**src/rtl/alu_pkg.sv**
```systemverilog
// Shared constants and types for the RV32I ALU issue stage: ALU op codes,
// opcode/funct3 encodings, the buffered entry layout and skid-buffer states.
package alu_pkg;

  localparam int XLEN = 32;

  localparam logic [3:0] ALU_AND = 4'b0000;
  localparam logic [3:0] ALU_OR  = 4'b0001;
  localparam logic [3:0] ALU_ADD = 4'b0010;
  localparam logic [3:0] ALU_SUB = 4'b0110;
  localparam logic [3:0] ALU_SLT = 4'b0100;
  localparam logic [3:0] ALU_XOR = 4'b0101;
  localparam logic [3:0] ALU_SRL = 4'b1000;
  localparam logic [3:0] ALU_SLL = 4'b1001;
  localparam logic [3:0] ALU_SRA = 4'b1010;

  localparam logic [6:0] OPC_OP     = 7'b0110011;
  localparam logic [6:0] OPC_OP_IMM = 7'b0010011;
  localparam logic [6:0] OPC_LOAD   = 7'b0000011;
  localparam logic [6:0] OPC_STORE  = 7'b0100011;
  localparam logic [6:0] OPC_BRANCH = 7'b1100011;

  localparam logic [2:0] F3_ADD  = 3'b000;
  localparam logic [2:0] F3_SLL  = 3'b001;
  localparam logic [2:0] F3_SLT  = 3'b010;
  localparam logic [2:0] F3_SLTU = 3'b011;
  localparam logic [2:0] F3_XOR  = 3'b100;
  localparam logic [2:0] F3_SR   = 3'b101;
  localparam logic [2:0] F3_OR   = 3'b110;
  localparam logic [2:0] F3_AND  = 3'b111;

  localparam logic [2:0] F3_BEQ  = 3'b000;
  localparam logic [2:0] F3_BNE  = 3'b001;
  localparam logic [2:0] F3_BLT  = 3'b100;
  localparam logic [2:0] F3_BGE  = 3'b101;

  typedef struct packed {
    logic [XLEN-1:0] op1;
    logic [XLEN-1:0] op2;
    logic [3:0]      alu_op;
    logic [4:0]      rd;
    logic            rd_we;
    logic            illegal;
  } issue_entry_t;

  localparam issue_entry_t ENTRY_IDLE = '{
    op1: '0, op2: '0, alu_op: ALU_ADD, rd: '0, rd_we: 1'b0, illegal: 1'b0
  };

  typedef enum logic [1:0] {
    ST_EMPTY = 2'd0,
    ST_ONE   = 2'd1,
    ST_FULL  = 2'd2
  } skid_state_e;

  // Shared R-type / I-ALU funct3 map; allow_sub is clear for immediates (no SUBI).
  function automatic logic [3:0] alu_op_from_funct3(input logic [2:0] funct3,
                                                    input logic       alt,
                                                    input logic       allow_sub);
    logic [3:0] op;
    op = ALU_ADD;
    case (funct3)
      F3_ADD:  op = (alt && allow_sub) ? ALU_SUB : ALU_ADD;
      F3_SLL:  op = ALU_SLL;
      F3_SLT:  op = ALU_SLT;
      F3_XOR:  op = ALU_XOR;
      F3_SR:   op = alt ? ALU_SRA : ALU_SRL;
      F3_OR:   op = ALU_OR;
      F3_AND:  op = ALU_AND;
      default: op = ALU_ADD;
    endcase
    return op;
  endfunction

endpackage

```
**src/rtl/alu_issue_stage_if.sv**
```systemverilog
// Upstream instruction handshake plus downstream ALU-operand handshake of the
// issue stage. The stage itself uses the slave view; its driver the master view.
interface alu_issue_stage_if;
  import alu_pkg::*;

  logic            in_valid;
  logic            in_ready;
  logic [XLEN-1:0] instr;
  logic [XLEN-1:0] rs1_data;
  logic [XLEN-1:0] rs2_data;

  logic            out_valid;
  logic            out_ready;
  logic [XLEN-1:0] op1;
  logic [XLEN-1:0] op2;
  logic [3:0]      alu_op;
  logic [4:0]      rd;
  logic            rd_we;
  logic            illegal;

  modport master (
    output in_valid, instr, rs1_data, rs2_data, out_ready,
    input  in_ready, out_valid, op1, op2, alu_op, rd, rd_we, illegal
  );

  modport slave (
    input  in_valid, instr, rs1_data, rs2_data, out_ready,
    output in_ready, out_valid, op1, op2, alu_op, rd, rd_we, illegal
  );

endinterface

```
**src/rtl/alu_issue_decode.sv**
```systemverilog
// Combinational RV32I decode: picks ALU operands and op code for one
// instruction and flags anything this stage cannot issue.
module alu_issue_decode
  import alu_pkg::*;
(
  input  logic [XLEN-1:0] instr,
  input  logic [XLEN-1:0] rs1_data,
  input  logic [XLEN-1:0] rs2_data,
  output logic [XLEN-1:0] op1,
  output logic [XLEN-1:0] op2,
  output logic [3:0]      alu_op,
  output logic [4:0]      rd,
  output logic            rd_we,
  output logic            illegal
);

  logic [6:0]      opcode;
  logic [2:0]      funct3;
  logic [6:0]      funct7;
  logic [XLEN-1:0] imm_i;
  logic [XLEN-1:0] imm_s;
  logic [XLEN-1:0] shamt;
  logic [XLEN-1:0] dec_op2;
  logic [3:0]      dec_alu_op;
  logic            dec_we;
  logic            dec_bad;

  // Register indices are resolved before this stage; only the read values matter.
  logic unused_rs1_idx;
  assign unused_rs1_idx = ^instr[19:15];

  assign opcode = instr[6:0];
  assign funct3 = instr[14:12];
  assign funct7 = instr[31:25];
  assign imm_i  = {{20{instr[31]}}, instr[31:20]};
  assign imm_s  = {{20{instr[31]}}, instr[31:25], instr[11:7]};
  assign shamt  = {27'b0, instr[24:20]};

  always_comb begin
    dec_op2    = '0;
    dec_alu_op = ALU_ADD;
    dec_we     = 1'b0;
    dec_bad    = 1'b0;
    case (opcode)
      OPC_OP: begin
        dec_op2    = rs2_data;
        dec_we     = 1'b1;
        dec_alu_op = alu_op_from_funct3(funct3, instr[30], 1'b1);
        if (funct3 == F3_SLTU || (funct7 != 7'b0000000 && funct7 != 7'b0100000)) begin
          dec_bad = 1'b1;
        end
      end
      OPC_OP_IMM: begin
        dec_we     = 1'b1;
        dec_alu_op = alu_op_from_funct3(funct3, instr[30], 1'b0);
        dec_op2    = (funct3 == F3_SLL || funct3 == F3_SR) ? shamt : imm_i;
        dec_bad    = (funct3 == F3_SLTU);
      end
      OPC_LOAD: begin
        dec_op2 = imm_i;
        dec_we  = 1'b1;
      end
      OPC_STORE: begin
        dec_op2 = imm_s;
      end
      OPC_BRANCH: begin
        dec_op2 = rs2_data;
        case (funct3)
          F3_BEQ, F3_BNE: dec_alu_op = ALU_SUB;
          F3_BLT, F3_BGE: dec_alu_op = ALU_SLT;
          default:        dec_bad    = 1'b1;
        endcase
      end
      default: dec_bad = 1'b1;
    endcase
  end

  // Illegal entries travel as inert ADD 0,0 so the ALU never sees stray operands.
  assign op1     = dec_bad ? '0 : rs1_data;
  assign op2     = dec_bad ? '0 : dec_op2;
  assign alu_op  = dec_bad ? ALU_ADD : dec_alu_op;
  assign rd      = instr[11:7];
  assign rd_we   = dec_we && !dec_bad && (instr[11:7] != 5'd0);
  assign illegal = dec_bad;

endmodule

```
**src/rtl/alu_issue_stage.sv**
```systemverilog
// Issue stage in front of the ALU: decode feeding a registered 2-entry skid
// buffer (main + skid) with valid/ready on both sides and a registered in_ready.
module alu_issue_stage #(
  parameter int XLEN  = alu_pkg::XLEN,
  parameter int DEPTH = 2
) (
  input  logic             clk,
  input  logic             rst,
  input  logic             flush,
  alu_issue_stage_if.slave bus
);

  localparam int MAIN = 0;
  localparam int SKID = 1;

  alu_pkg::skid_state_e  state_q, state_d;
  logic                  in_ready_q, in_ready_d;
  alu_pkg::issue_entry_t entry_q [DEPTH];
  alu_pkg::issue_entry_t entry_d [DEPTH];
  alu_pkg::issue_entry_t dec_entry;

  logic [XLEN-1:0] dec_op1;
  logic [XLEN-1:0] dec_op2;
  logic [3:0]      dec_alu_op;
  logic [4:0]      dec_rd;
  logic            dec_rd_we;
  logic            dec_illegal;
  logic            out_valid;
  logic            accept;
  logic            retire;

  alu_issue_decode u_decode (
    .instr    (bus.instr),
    .rs1_data (bus.rs1_data),
    .rs2_data (bus.rs2_data),
    .op1      (dec_op1),
    .op2      (dec_op2),
    .alu_op   (dec_alu_op),
    .rd       (dec_rd),
    .rd_we    (dec_rd_we),
    .illegal  (dec_illegal)
  );

  assign dec_entry = '{op1: dec_op1, op2: dec_op2, alu_op: dec_alu_op,
                       rd: dec_rd, rd_we: dec_rd_we, illegal: dec_illegal};

  assign out_valid = (state_q != alu_pkg::ST_EMPTY);
  assign accept    = bus.in_valid && in_ready_q;
  assign retire    = out_valid && bus.out_ready;

  always_comb begin
    state_d = state_q;
    entry_d = entry_q;
    if (flush) begin
      state_d = alu_pkg::ST_EMPTY;
      for (int i = 0; i < DEPTH; i++) begin
        entry_d[i] = alu_pkg::ENTRY_IDLE;
      end
    end else begin
      case (state_q)
        alu_pkg::ST_EMPTY: begin
          if (accept) begin
            entry_d[MAIN] = dec_entry;
            state_d       = alu_pkg::ST_ONE;
          end
        end
        alu_pkg::ST_ONE: begin
          if (accept && retire) begin
            entry_d[MAIN] = dec_entry;
          end else if (accept) begin
            entry_d[SKID] = dec_entry;
            state_d       = alu_pkg::ST_FULL;
          end else if (retire) begin
            state_d = alu_pkg::ST_EMPTY;
          end
        end
        alu_pkg::ST_FULL: begin
          // in_ready is low here, so only a retire can happen.
          if (retire) begin
            entry_d[MAIN] = entry_q[SKID];
            state_d       = alu_pkg::ST_ONE;
          end
        end
        default: state_d = alu_pkg::ST_EMPTY;
      endcase
    end
    // Derived from next state so in_ready never depends on this cycle's out_ready.
    in_ready_d = (state_d != alu_pkg::ST_FULL);
  end

  always_ff @(posedge clk) begin
    if (rst) begin
      state_q    <= alu_pkg::ST_EMPTY;
      in_ready_q <= 1'b1;
      for (int i = 0; i < DEPTH; i++) begin
        entry_q[i] <= alu_pkg::ENTRY_IDLE;
      end
    end else begin
      state_q    <= state_d;
      in_ready_q <= in_ready_d;
      for (int i = 0; i < DEPTH; i++) begin
        entry_q[i] <= entry_d[i];
      end
    end
  end

  assign bus.in_ready  = in_ready_q;
  assign bus.out_valid = out_valid;
  assign bus.op1       = entry_q[MAIN].op1;
  assign bus.op2       = entry_q[MAIN].op2;
  assign bus.alu_op    = entry_q[MAIN].alu_op;
  assign bus.rd        = entry_q[MAIN].rd;
  assign bus.rd_we     = entry_q[MAIN].rd_we;
  assign bus.illegal   = entry_q[MAIN].illegal;

endmodule

```
**src/flat_wrapper.sv**
```systemverilog
// flat-port wrapper written by rule: the top's interface ports become plain ports
module alu_issue_stage_flat 
#(
  parameter int XLEN  = alu_pkg::XLEN,
  parameter int DEPTH = 2
)
  (clk, rst, flush, bus_in_valid, bus_instr, bus_rs1_data, bus_rs2_data, bus_out_ready, bus_in_ready, bus_out_valid, bus_op1, bus_op2, bus_alu_op, bus_rd, bus_rd_we, bus_illegal);
  alu_issue_stage_if bus_i ();
  input  logic clk;
  input  logic rst;
  input  logic flush;
  input wire logic [$bits(bus_i.in_valid)-1:0] bus_in_valid;
  input wire logic [$bits(bus_i.instr)-1:0] bus_instr;
  input wire logic [$bits(bus_i.rs1_data)-1:0] bus_rs1_data;
  input wire logic [$bits(bus_i.rs2_data)-1:0] bus_rs2_data;
  input wire logic [$bits(bus_i.out_ready)-1:0] bus_out_ready;
  output wire logic [$bits(bus_i.in_ready)-1:0] bus_in_ready;
  output wire logic [$bits(bus_i.out_valid)-1:0] bus_out_valid;
  output wire logic [$bits(bus_i.op1)-1:0] bus_op1;
  output wire logic [$bits(bus_i.op2)-1:0] bus_op2;
  output wire logic [$bits(bus_i.alu_op)-1:0] bus_alu_op;
  output wire logic [$bits(bus_i.rd)-1:0] bus_rd;
  output wire logic [$bits(bus_i.rd_we)-1:0] bus_rd_we;
  output wire logic [$bits(bus_i.illegal)-1:0] bus_illegal;
  assign bus_i.in_valid = bus_in_valid;
  assign bus_i.instr = bus_instr;
  assign bus_i.rs1_data = bus_rs1_data;
  assign bus_i.rs2_data = bus_rs2_data;
  assign bus_i.out_ready = bus_out_ready;
  assign bus_in_ready = bus_i.in_ready;
  assign bus_out_valid = bus_i.out_valid;
  assign bus_op1 = bus_i.op1;
  assign bus_op2 = bus_i.op2;
  assign bus_alu_op = bus_i.alu_op;
  assign bus_rd = bus_i.rd;
  assign bus_rd_we = bus_i.rd_we;
  assign bus_illegal = bus_i.illegal;
  alu_issue_stage #(.XLEN(XLEN), .DEPTH(DEPTH)) u_core (.clk(clk), .rst(rst), .flush(flush), .bus(bus_i));
endmodule
```
**config.mk**
```make
export PLATFORM = sky130hd
export DESIGN_NAME = alu_issue_stage_flat
export DESIGN_NICKNAME = d
export VERILOG_FILES = /design/src/rtl/alu_pkg.sv /design/src/rtl/alu_issue_stage_if.sv /design/src/rtl/alu_issue_decode.sv /design/src/rtl/alu_issue_stage.sv /design/src/flat_wrapper.sv
export SDC_FILE = /design/constraint.sdc
export NUM_CORES = 1
export LEC_CHECK = 0
export BUFFER_PORTS_ARGS = -buffer_cell sky130_fd_sc_hd__buf_2
export CAP_MARGIN = 25
export CORE_MARGIN = 2
export CORE_UTILIZATION = 49
export DETAILED_ROUTE_END_ITERATION = 8
export PLACE_DENSITY = 0.85
export SLEW_MARGIN = 10
export SYNTH_ARGS = -nofsm -noshare
export SYNTH_HDL_FRONTEND = slang
export SYNTH_SLANG_ARGS = --single-unit
```
**constraint.sdc**
```tcl
create_clock -name clk -period 1.7 [get_ports clk]
set_input_delay 0.17 -clock clk [delete_from_list [all_inputs] [get_ports clk]]
set_output_delay 0.17 -clock clk [all_outputs]
set_load 0.1 [all_outputs]
```
# [Word level (Yosys, flattened, before mapping)]
# Index checks and enable logic that the tools add are counted.
[classes] eq_ne=19 n_reduce_logical=24 n_bitwise=1 muxes=26
[ops] cell="75-bit two-way mux" n=3
[ops] cell="75-bit case mux with 3 select lines" n=1
[ops] cell="32-bit case mux with 4 select lines" n=1
[ops] cell="32-bit two-way mux" n=3
[ops] cell="4-bit case mux with 7 select lines" n=1
[ops] cell="4-bit case mux with 6 select lines" n=1
[ops] cell="7-bit by 6-bit == test with 1-bit output, second input constant" n=2
[ops] cell="2-bit two-way mux" n=7
[ops] cell="3-bit == test, second input constant" n=4
[ops] cell="4-bit case mux with 3 select lines" n=1
[ops] cell="2-bit OR reduction" n=5
[ops] cell="7-bit by 2-bit == test with 1-bit output, second input constant" n=1
[ops] cell="7-bit by 5-bit == test with 1-bit output, second input constant" n=1
[ops] cell="7-bit == test, second input constant" n=1
[ops] cell="7-bit by 6-bit inequality test with 1-bit output, second input constant" n=1
[ops] cell="7-bit nonzero test" n=1
[ops] cell="3-bit by 2-bit == test with 1-bit output, second input constant" n=2
[ops] cell="1-bit logical AND" n=6
[ops] cell="2-bit by 1-bit inequality test with 1-bit output, second input constant" n=3
[ops] cell="2-bit case mux with 3 select lines" n=1
[ops] cell="3-bit case mux with 2 select lines" n=1
[ops] cell="5-bit nonzero test" n=1
[ops] cell="4-bit two-way mux" n=1
[ops] cell="1-bit case mux with 4 select lines" n=1
[ops] cell="other kinds (17)" n=20
[totals] elab_cells=84 out_inout_bits=77 ff_bits=153

# [Depth between registers and ports, before layout]
# Gate-level depths: netlist (run 1).
[logic_depth] depth_word=10 depth_mapped=8

# [By module]
# Synthesis (run 1) repeated with hierarchy kept, for this count alone.
[unflattened] hier_cells=921 hier_area_um2=7531.0
[by_module_without_submodules] mod="alu_issue_stage" cells_each=754 area_per_inst_um2=6568.8 n_inst=1 seq_area_each_um2=3062.9
[by_module_without_submodules] mod="alu_issue_decode" cells_each=167 area_per_inst_um2=962.2 n_inst=1 seq_area_each_um2=0.0

# [Worst setup path before layout (run 1)]
# Ideal clock, no wire load.
[synth_timing] path_type="register -> register" start="reg u_core.in_ready_q, in the netlist u_core.bus.in_ready" end="reg u_core.entry_q (netlist bit u_core.bus.op1[21])" setup_time_ps=122 t_arrival_ps=2205 slack_ps=-627 t_required_ps=1578 path_buffers=2 stages_incl_launch_ff=8 period_less_slack_ps=2327 cell_sequence="dfxtp_1 nand3b_1 o21ai_1 clkbuf_1 clkbuf_1 nand2_1 o221ai_1 a21oi_1"
[synth_between] elab_chain_cells=4
[synth_rtl] item="start: declaration" line="alu_issue_stage.sv:17" source="logic in_ready_q, in_ready_d;"
[synth_rtl] item="start signal: assignment" line="alu_issue_stage.sv:100" source="in_ready_q <= in_ready_d;"
[synth_rtl] item="1-bit logical AND (*)" line="alu_issue_stage.sv:48" source="assign accept = bus.in_valid && in_ready_q;"
[synth_rtl] item="1-bit logical AND" line="alu_issue_stage.sv:68" source="if (accept && retire) begin"
[synth_rtl] item="2-bit by 1-bit inequality test with 1-bit output (no source line)"
[synth_rtl] item="4-bit AND reduction (no source line) (*)"
[synth_rtl] item="end signal: indexed assignment" line="alu_issue_stage.sv:96" source="entry_q[i] <= alu_pkg::ENTRY_IDLE;"
[synth_rtl] item="end signal: indexed assignment" line="alu_issue_stage.sv:102" source="entry_q[i] <= entry_d[i];"
[synth_rtl] item="end: declaration" line="alu_issue_stage.sv:18" source="alu_pkg::issue_entry_t entry_q [DEPTH];"
# Every way passes the cells marked *; elsewhere a longest branch is shown, timed or not.
# A chain may end at the register's enable or synchronous reset.

# [Final worst setup path (run 1)]
[layout_timing] start="reg u_core.state_q[1]" end="reg u_core.entry_q[19] (netlist bit)"
[layout_between] elab_chain_cells=5
[layout_rtl] item="start: declaration" line="alu_issue_stage.sv:16" source="alu_pkg::skid_state_e state_q, state_d;"
[layout_rtl] item="start signal: assignment" line="alu_issue_stage.sv:93" source="state_q <= alu_pkg::ST_EMPTY;"
[layout_rtl] item="start signal: assignment" line="alu_issue_stage.sv:99" source="state_q <= state_d;"
[layout_rtl] item="2-bit nonzero test" line="alu_issue_stage.sv:47" source="assign out_valid = (state_q != alu_pkg::ST_EMPTY);"
[layout_rtl] item="1-bit logical AND" line="alu_issue_stage.sv:49" source="assign retire = out_valid && bus.out_ready;"
[layout_rtl] item="1-bit logical AND" line="alu_issue_stage.sv:68"
[layout_rtl] item="1-bit inverter (no source line)"
[layout_rtl] item="3-bit AND reduction (no source line) (*)"
# Marked as above.

==> results.sh, run 1 <==
export IMPL_clk_latency_ns=0.42
export IMPL_syn_inst=952
export IMPL_max_freq_ghz=0.638
export IMPL_grt_max_degree=61
export IMPL_fp_dieW_um=128
export IMPL_wl_mm=20.4
export IMPL_status="complete, no violations"
export IMPL_cts_htree_levels=4
export IMPL_drtAntennaViolNets=0
export IMPL_r2r_end="u_core.entry_q[19]$_SDFFE_PP0P_"
export IMPL_place_inst=1200
export IMPL_ctsRootBufferMaster="clkbuf_16"
export IMPL_async_flop_share=0
export IMPL_cts_hold_buf=0
export IMPL_cp_arrival_ns=1.88
export IMPL_coreArea_um2=15000
export IMPL_drt_vias_per_instance=5.96
export IMPL_whs_ns=0.0260
export IMPL_clockBufferDepth=2
export IMPL_place_area_um2=8320
export IMPL_final_common_cell="buf_2"
export IMPL_reg2reg_from="u_core.state_q[1]$_SDFF_PP0_"
export IMPL_synth_ff_type="dfxtp_1"
export IMPL_layout_cells_non_filler=1232
export IMPL_finalCritPeriodShare=0.922
export IMPL_crit_fanout=11
export IMPL_grt_setup_unrepaired="no"
export IMPL_start_util=0.498
export IMPL_vdd_drop_max_v=0.000657
export IMPL_hpwl_mm=13.4
export IMPL_hold_viol=0
export IMPL_hp_class="input pin to register"
export IMPL_drcViolationCount=0
export IMPL_fin_worst_skew_ns=0.00791
export IMPL_track_usage=0.246
export IMPL_cts_clk_slew_worst_paths_ns=0.06
export IMPL_layout_common_cells="172 x buf_2, 150 x dfxtp_1, 133 x a21oi_1"
export IMPL_powerDensity_nw_per_um2=1020
export IMPL_grt_first_pass_wirelength_mm=32.7
export IMPL_numPortBuffers=172
export IMPL_critical_path_class="register to register"
export IMPL_tightest_slew_ns=0.779
export IMPL_p_leak_uw=0.00348
export IMPL_wl_per_cell_um=16.6
export IMPL_synth_distinct_cells=48
export IMPL_synth_nets=1053
export IMPL_nets=1133
export IMPL_synth_edf_count=0
export IMPL_finalInstanceArea_um2=9010
export IMPL_finalSetupViolCount=0
export IMPL_crit_end="u_core.entry_q[19]$_SDFFE_PP0P_"
export IMPL_ys_ff_latch=153
export IMPL_gr_total_overflow=0
export IMPL_clkSinkCount=153
export IMPL_die_area_um2=16300
export IMPL_crit_start="u_core.state_q[1]$_SDFF_PP0_"
export IMPL_route_vias_total=7341
export IMPL_cts_tree="built"
export IMPL_antenna_found_initial=0
export IMPL_ff2ff_path_depth=5
export IMPL_maxCapViolCount=0
export IMPL_slew_headroom=0.481
export IMPL_rows=45
export IMPL_die_h_um=128
export IMPL_crit_required_ns=2.02
export IMPL_synth_warnings=0
export IMPL_area_growth_pct=20.5
export IMPL_rrSetupSlack_ns=0.13
export IMPL_critPathCaptureType="register"
export IMPL_avgSynthCellArea_um2=7.86
export IMPL_drt_initial_drc_count=757
export IMPL_drive_above_1_share=0.271
export IMPL_num_antenna_cells=0
export IMPL_fin_setup_tns_ns=0
export IMPL_fin_crit_ns=1.57
export IMPL_io_pins=178
export IMPL_cp_start_kind="register"
export IMPL_dr_pass1_iters=6
export IMPL_yosysSeqAreaShare=0.409
export IMPL_synth_area_um2=7480
export IMPL_final_util=0.599
export IMPL_numCtsBuffers=17
export IMPL_gp_congestion=0.856
export IMPL_slew_viol_final=0
export IMPL_first_global_vias=6634
==> per-layer routing <==
metal  vias to the layer above  track usage  share of wire
met5                         -            0              0
met4                         0       0.0633          0.014
met3                        27       0.0553          0.083
met2                       345        0.405           0.48
met1                      3425        0.328           0.42
li1                       3544            -              -
==> sequential cells by signal (all words and copies together) (netlist names) <==
| register | count |
|---|---|
| u_core.state_q | 2 |
| u_core.entry_q | 75 |
| u_core.bus.illegal | 1 |
| u_core.bus.rd_we | 1 |
| u_core.bus.op2 | 32 |
| u_core.bus.in_ready | 1 |
| u_core.bus.op1 | 32 |
| u_core.bus.rd | 5 |
| u_core.bus.alu_op | 4 |
==> worst min path at each step <==
| stage | endpoint | cells after the start | start | slack (ns) |
|---|---|---|---|---|
| 2_1_floorplan | u_core.bus.in_ready$_SDFF_PP1_ | 1 | bus_out_ready | 0.29 |
| 3_3_place_gp | u_core.bus.in_ready$_SDFF_PP1_ | 2 | bus_out_ready | 0.43 |
| 3_5_place_dp | u_core.bus.in_ready$_SDFF_PP1_ | 2 | bus_out_ready | 0.43 |
| 4_1_cts | u_core.bus.in_ready$_SDFF_PP1_ | 2 | bus_out_ready | 0.001 |
| 5_1_grt | u_core.entry_q[68]$_SDFFE_PP0P_ | 3 | bus_rs1_data[25] | 0.03 |
| 6_report | u_core.entry_q[63]$_SDFFE_PP0P_ | 3 | bus_rs1_data[20] | 0.03 |
==> worst max-delay path, stage by stage (launching register included) <==
cell	delay, ns
dfxtp_2	0.35
nand3b_1	0.22
buf_4	0.18
nor2_4	0.19
nand2_2	0.22
o31ai_1	0.31
==> timing repair <==
| action | in CTS | in global routing |
|---|---|---|
| setup buffers | 0 | 1 |
| pin swaps | 0 | 1 |
| setup endpoints to repair | 3 | 84 |
| gates resized for setup | 1 | 8 |
==> kinds of logic (layout without fill, tap and decap cells) <==
family / after synthesis / after routing / synth area share
buffers and inverters: 176 / 268 / 0.128
AO/OA/AOI/OAI: 311 / 311 / 0.257
XOR/XNOR: 2 / 2 / 0.00234
flip-flops: 153 / 153 / 0.409
multiplexers: 1 / 1 / 0.00151
AND/OR/NAND/NOR: 309 / 309 / 0.202
==> area by class of cell <==
cell class / count / area [um^2]
inverter: 8 / 30.0
fill: 1326 / 6020
timing repair buffer: 229 / 1490
clock inverter: 12 / 198
sequential: 153 / 3070
multi-input combinational: 623 / 3540
clock buffer: 19 / 453
tap: 188 / 235
==> cell usage after synthesis (2+ instances only) <==
cell type,instances,share of area
a31oi_1,2,0.0017
and3_1,3,0.0025
inv_1,8,0.0040
nor2b_1,4,0.0033
a22oi_1,5,0.0050
o21ai_1,2,0.0013
nand3b_1,20,0.020
a32oi_1,6,0.0070
buf_4,73,0.073
or2_2,2,0.0017
nand3_1,99,0.066
o21ai_0,80,0.054
nor3_1,5,0.0033
a21oi_1,134,0.090
o31a_1,2,0.0023
a311oi_1,5,0.0059
buf_2,18,0.012
dfxtp_1,153,0.41
o221ai_1,32,0.037
nand2b_1,5,0.0042
nand2_1,123,0.062
nand4_1,24,0.020
o31ai_1,11,0.011
buf_1,3,0.0015
nor2_1,13,0.0065
xnor2_1,2,0.0023
or3_1,3,0.0025
a32o_1,22,0.029
clkbuf_1,74,0.037
==> power breakdown <==
group,switching [uW],internal (uW),leakage [uW]
Clock,1480,2670,0.000315
Combinational,976,351,0.00192
Sequential,32.3,3650,0.00124
==> per-stage QoR <==
stage	worst slack [ns]	power, uW
2_1_floorplan	0.000555	4720
3_3_place_gp	-0.193	5050
3_5_place_dp	-0.213	5060
4_1_cts	0.0447	9190
5_1_grt	0.00226	9440
6_report	0.133	9160
Note: power is estimated with default switching activity, not from simulation.
==> run 2, diff against run 1 <==
CORE_UTILIZATION = 40   (was 49)
PLACE_DENSITY = 0.73   (was 0.85)
==> results.sh, run 2 (synthesis results as in run 1) <==
export IMPL_fin_setup_tns_ns=0
export IMPL_n_fill_cell=1767
export IMPL_vdd_drop_max_v=0.000720
export IMPL_track_usage=0.216
export IMPL_numCtsBuffers=17
export IMPL_gp_congestion=0.824
export IMPL_fin_crit_ns=1.61
export IMPL_slew_viol_final=0
export IMPL_die_area_um2=19800
export IMPL_whs_ns=0.0113
export IMPL_gr_total_overflow=0
export IMPL_finalCritPeriodShare=0.949
export IMPL_drcViolationCount=0
export IMPL_cp_start_kind="register"
export IMPL_critPathCaptureType="register"
export IMPL_path_cells="nor2b_2, o21ai_4, buf_12, buf_4, o21ai_0, a21oi_1"
export IMPL_cts_clk_slew_worst_paths_ns=0.07
export IMPL_seqCellArea_um2=3070
export IMPL_drtAntennaViolNets=0
export IMPL_slowest_stage="dfxtp_1"
export IMPL_ctsRootBufferMaster="clkbuf_16"
export IMPL_drive_above_1_share=0.266
export IMPL_cp_arrival_ns=1.93
export IMPL_coreArea_um2=18500
export IMPL_cts_htree_levels=4
export IMPL_cts_tree="built"
export IMPL_layout_common_cells="171 x buf_2, 151 x dfxtp_1, 133 x a21oi_1"
export IMPL_hp_class="input pin to register"
export IMPL_rows=50
export IMPL_fin_worst_skew_ns=0.00979
export IMPL_drt_vias_per_instance=5.76
export IMPL_area_growth_pct=20.2
export IMPL_multi_input_area_um2=3540
export IMPL_start_util=0.404
export IMPL_first_global_vias=6793
export IMPL_slew_headroom=0.555
export IMPL_io_pins=178
export IMPL_wl_per_cell_um=17.2
export IMPL_crit_fanout=30
export IMPL_status="complete, no violations"
export IMPL_clockBufferDepth=2
export IMPL_grt_first_pass_wirelength_mm=34.7
export IMPL_hold_viol=0
export IMPL_powerDensity_nw_per_um2=974
export IMPL_tightest_slew_ns=0.668
export IMPL_crit_required_ns=2.02
export IMPL_hpwl_mm=13.8
export IMPL_fp_dieW_um=141
export IMPL_clkSinkCount=153
export IMPL_drt_initial_drc_count=561
export IMPL_num_antenna_cells=0
export IMPL_slowest_delay_ns=0.47
export IMPL_p_leak_uw=0.00342
export IMPL_critical_path_class="register to register"
export IMPL_grt_max_degree=68
export IMPL_dr_pass1_iters=5
export IMPL_clk_latency_ns=0.43
export IMPL_final_common_cell="buf_2"
export IMPL_wl_mm=21.9
export IMPL_max_freq_ghz=0.620
export IMPL_top_register="u_core.entry_q"
export IMPL_largest_reg_flops=75
export IMPL_numPortBuffers=172
export IMPL_nets=1128
export IMPL_antenna_found_initial=0
export IMPL_die_h_um=141
export IMPL_maxCapViolCount=0
export IMPL_finalSetupViolCount=0
export IMPL_route_vias_total=7334
-- run 2: changes by cell type in the layout (fill, tap and decap cells not counted), sizes merged --
cell and change:
bufinv -4, clkinv -2, clkinvlp +2, buf -7, dlygate4sd3 +1, inv +6
-- run 2: report_power, final --
| part | switching, uW | internal (uW) | leakage (uW) | total (uW) |
|---|---|---|---|---|
| logic | 992 | 349 | 0.00191 | 1340 |
| clock network | 1650 | 2090 | 0.000272 | 3730 |
| registers | 34.5 | 3650 | 0.00124 | 3680 |
| total | 2670 | 6080 | 0.00342 | 8760 |
-- run 2: what timing repair did --
action | in CTS | in global routing
gates cloned | 0 | 1
gates resized for setup | 1 | 6
hold buffers | 1 | 0
pin swaps | 0 | 1
setup endpoints to repair | 1 | 30
hold endpoints to repair | 1 | 0
setup buffers | 0 | 1
-- run 2: area by class of cell --
cell class                 count  share of cell area
timing repair buffer         224               0.166
multi-input combinational    623               0.393
clock buffer                  18              0.0488
inverter                       8             0.00334
sequential                   153               0.341
clock inverter                14              0.0153
tap                          234              0.0326
-- run 2: per-stage QoR --
step                cells  utilization  total power [uW]  setup slack [ns]  area (um^2)
detailed placement   1239        0.451              5070            -0.202         8350
global placement     1239        0.451              5070            -0.188         8350
global route         1274        0.486              9040          -0.00582         8990
CTS                  1272        0.483              8800           0.00530         8940
finish               1274        0.486              8760            0.0872         8990
floorplan             952            -              4720          0.000555         7490
-- run 2: worst max-delay path: cells and delay by family, from the launching register on --
family	cells	cell delay (ns)
buffers and inverters	2	0.36
and+or+nand+nor	1	0.29
DFF	1	0.47
AOI/OAI and AO/OA	3	0.38
-- run 2: per-layer routing --
| metal | routed length (um) | GRT usage | part of all wire |
|---|---|---|---|
| met1 | 9310 | 0.279 | 0.42 |
| met2 | 10600 | 0.365 | 0.48 |
| met3 | 1710 | 0.0438 | 0.078 |
| met4 | 313 | 0.0642 | 0.014 |
| met5 | 0 | 0 | 0 |
-- run 2: worst paths after layout --
check | start | to | slack, ns | cells past startpoint
worst min register to register | u_core.entry_q[24]$_SDFFE_PP0P_ | u_core.entry_q[24]$_SDFFE_PP0P_ | 0.45 | 2
worst max-delay path | u_core.state_q[0]$_SDFF_PP0_ | u_core.bus.op2[30]$_SDFFE_PP0P_ | 0.09 | 6
worst min-delay path | bus_rs1_data[23] | u_core.entry_q[66]$_SDFFE_PP0P_ | 0.01 | 3
worst max register to register | u_core.state_q[0]$_SDFF_PP0_ | u_core.bus.op2[30]$_SDFFE_PP0P_ | 0.09 | 6
==> run 3, diff against run 2 <==
CTS_BUF_LIST = sky130_fd_sc_hd__clkbuf_4 sky130_fd_sc_hd__clkbuf_8 sky130_fd_sc_hd__clkbuf_16   (was not set)
PLACE_DENSITY = 0.7   (was 0.73)
clock period = 1.55 ns   (was 1.7 ns; I/O delays follow)
==> results.sh, run 3 (synthesis results as in run 1) <==
export IMPL_layout_cells_non_filler=1351
export IMPL_wl_met1_mm=10.7
export IMPL_numPortBuffers=172
export IMPL_power_share_sequential=0.403
export IMPL_cts_tree="built"
export IMPL_finalSetupViolCount=48
export IMPL_hp_class="input pin to register"
export IMPL_comb_power_share=0.183
export IMPL_fp_dieW_um=141
export IMPL_track_usage=0.240
export IMPL_place_inst=1262
export IMPL_clkSinkCount=153
export IMPL_slowest_delay_ns=0.36
export IMPL_path_cells="nand3b_1, o21ai_4, buf_12, buf_8, buf_6, o221ai_1, a21oi_1"
export IMPL_wl_per_cell_um=19.0
export IMPL_tightest_slew_ns=0.740
export IMPL_clkPwrFrac=0.414
export IMPL_die_area_um2=19800
export IMPL_cts_htree_levels=4
export IMPL_drt_vias_per_instance=5.85
export IMPL_grt_first_pass_wirelength_mm=38.2
export IMPL_drtAntennaViolNets=0
export IMPL_largest_reg_flops=75
export IMPL_start_util=0.404
export IMPL_crit_required_ns=1.91
export IMPL_fin_setup_tns_ns=-1.43
export IMPL_switching_share=0.307
export IMPL_clockBufferDepth=2
export IMPL_ctsRootBufferMaster="clkbuf_16"
export IMPL_setup_ws_ns=-0.0815
export IMPL_route_vias_total=7897
export IMPL_vdd_drop_max_v=0.000776
export IMPL_critPathCaptureType="register"
export IMPL_cts_clk_slew_worst_paths_ns=0.06
export IMPL_hold_viol=0
export IMPL_crit_family="compound AO/OA/AOI/OAI gates"
export IMPL_coreArea_um2=18500
export IMPL_slowest_stage="dfxtp_4"
export IMPL_top_register="u_core.entry_q"
export IMPL_crit_start="u_core.state_q[1]$_SDFF_PP0_"
export IMPL_nets=1205
export IMPL_maxCapViolCount=0
export IMPL_grt_max_degree=44
export IMPL_p_int_uw=6950
export IMPL_cp_start_kind="register"
export IMPL_power_uw=10000
export IMPL_crit_fanout=7
export IMPL_num_antenna_cells=0
export IMPL_die_h_um=141
export IMPL_finalCritPeriodShare=1.05
export IMPL_reg2reg_from="u_core.state_q[1]$_SDFF_PP0_"
export IMPL_wl_met3_mm=1.84
export IMPL_drcViolationCount=0
export IMPL_place_area_um2=8540
export IMPL_dr_pass1_iters=5
export IMPL_numCtsBuffers=17
export IMPL_area_growth_pct=38.3
export IMPL_max_freq_ghz=0.613
export IMPL_powerDensity_nw_per_um2=969
export IMPL_first_global_vias=7257
export IMPL_final_util=0.559
export IMPL_slew_viol_final=0
export IMPL_finalInstanceArea_um2=10300
export IMPL_hp_start="bus_rs1_data[4]"
export IMPL_p_leak_uw=0.00397
export IMPL_cp_arrival_ns=1.99
export IMPL_gp_congestion=0.905
export IMPL_drt_initial_drc_count=650
export IMPL_fin_worst_skew_ns=0.00813
export IMPL_p_switching_uw=3080
export IMPL_slew_headroom=0.507
export IMPL_path_buf_inv=3
export IMPL_final_common_cell="buf_2"
export IMPL_status="finished, violations left"
export IMPL_fin_crit_ns=1.63
export IMPL_hpwl_mm=14.5
export IMPL_rows=50
export IMPL_top_layer_used="met4"
export IMPL_grt_setup_unrepaired="yes"
export IMPL_gr_total_overflow=0
export IMPL_layout_common_cells="171 x buf_2, 150 x dfxtp_1, 127 x a21oi_1"
export IMPL_antenna_found_initial=0
export IMPL_critical_path_class="register to register"
export IMPL_io_pins=178
export IMPL_clk_latency_ns=0.43
export IMPL_wl_mm=25.7
export IMPL_violations="negative setup slack"
export IMPL_wl_met2_mm=12.6
export IMPL_drive_above_1_share=0.344
==> run 3: cell count changes in the layout (fill, tap and decap cells not counted), moves of 7 or more <==
cell	delta
o221ai_2	+21
nand2_1	-7
o221ai_1	-22
o31ai_4	+7
buf_4	+25
buf_6	+8
dlygate4sd3_1	+19
o21ai_1	+16
o31ai_1	-10
buf_12	+9
o21ai_0	-17
==> run 3: path summary, 6_finish.rpt <==
check                                          to  slack (ns)  cells past startpoint
setup reg to reg   u_core.bus.op1[3]$_SDFFE_PP0P_       -0.08                      7
setup / recovery   u_core.bus.op1[3]$_SDFFE_PP0P_       -0.08                      7
hold reg to reg   u_core.entry_q[24]$_SDFFE_PP0P_        0.45                      2
hold / removal    u_core.entry_q[47]$_SDFFE_PP0P_       0.002                      3
==> run 3: area by class of cell <==
cell class	count	area [um^2]
clock buffers	18	450
clock inverters	14	136
fillers	1636	8170
inverters	8	30.0
multi-input cells	624	3890
flip-flops and latches	153	3070
well taps	234	293
repair buffers	300	2480
==> run 3: metrics by stage <==
stage | setup WS [ns] | hold WS, ns
3_5_place_dp | -0.404 | 0.424
5_1_grt | -0.145 | 0.0142
3_3_place_gp | -0.335 | 0.421
4_1_cts | -0.0620 | 0.00000192
2_1_floorplan | 0.00106 | 0.273
6_report | -0.0815 | 0.00214
==> run 3: power by group through the flow <==
stage	Sequential, uW	Clock [uW]	Combinational (uW)
after floorplan	4130	0	1060
after global placement	4130	0	1480
after detailed placement	4130	0	1490
after CTS	4040	4180	1660
after global routing	4050	4390	1920
final	4040	4150	1830
==> run 3: timing repair <==
action | in CTS | in global routing
endpoints found under the hold margin | 20 | 0
hold buffers | 20 | 0
gates cloned | 5 | 7
gates resized for setup | 31 | 98
buffers inserted | 12 | 13
pin swaps | 6 | 18
setup endpoints to repair | 129 | 145
==> run 3: routing by layer <==
metal  GRT usage  vias to the layer above
met4      0.0737                        0
met3      0.0503                       50
met5           0                        -
li1            -                     3699
met1       0.306                     3797
met2       0.408                      351
==> run 3: worst reg2reg max path: cells and delay by family (launching register included) <==
kind,cells,cell delay (ns)
buffers and inverters,3,0.45
AO/OA/AOI/OAI,3,0.49
AND/OR/NAND/NOR,1,0.25
flip-flops,1,0.36
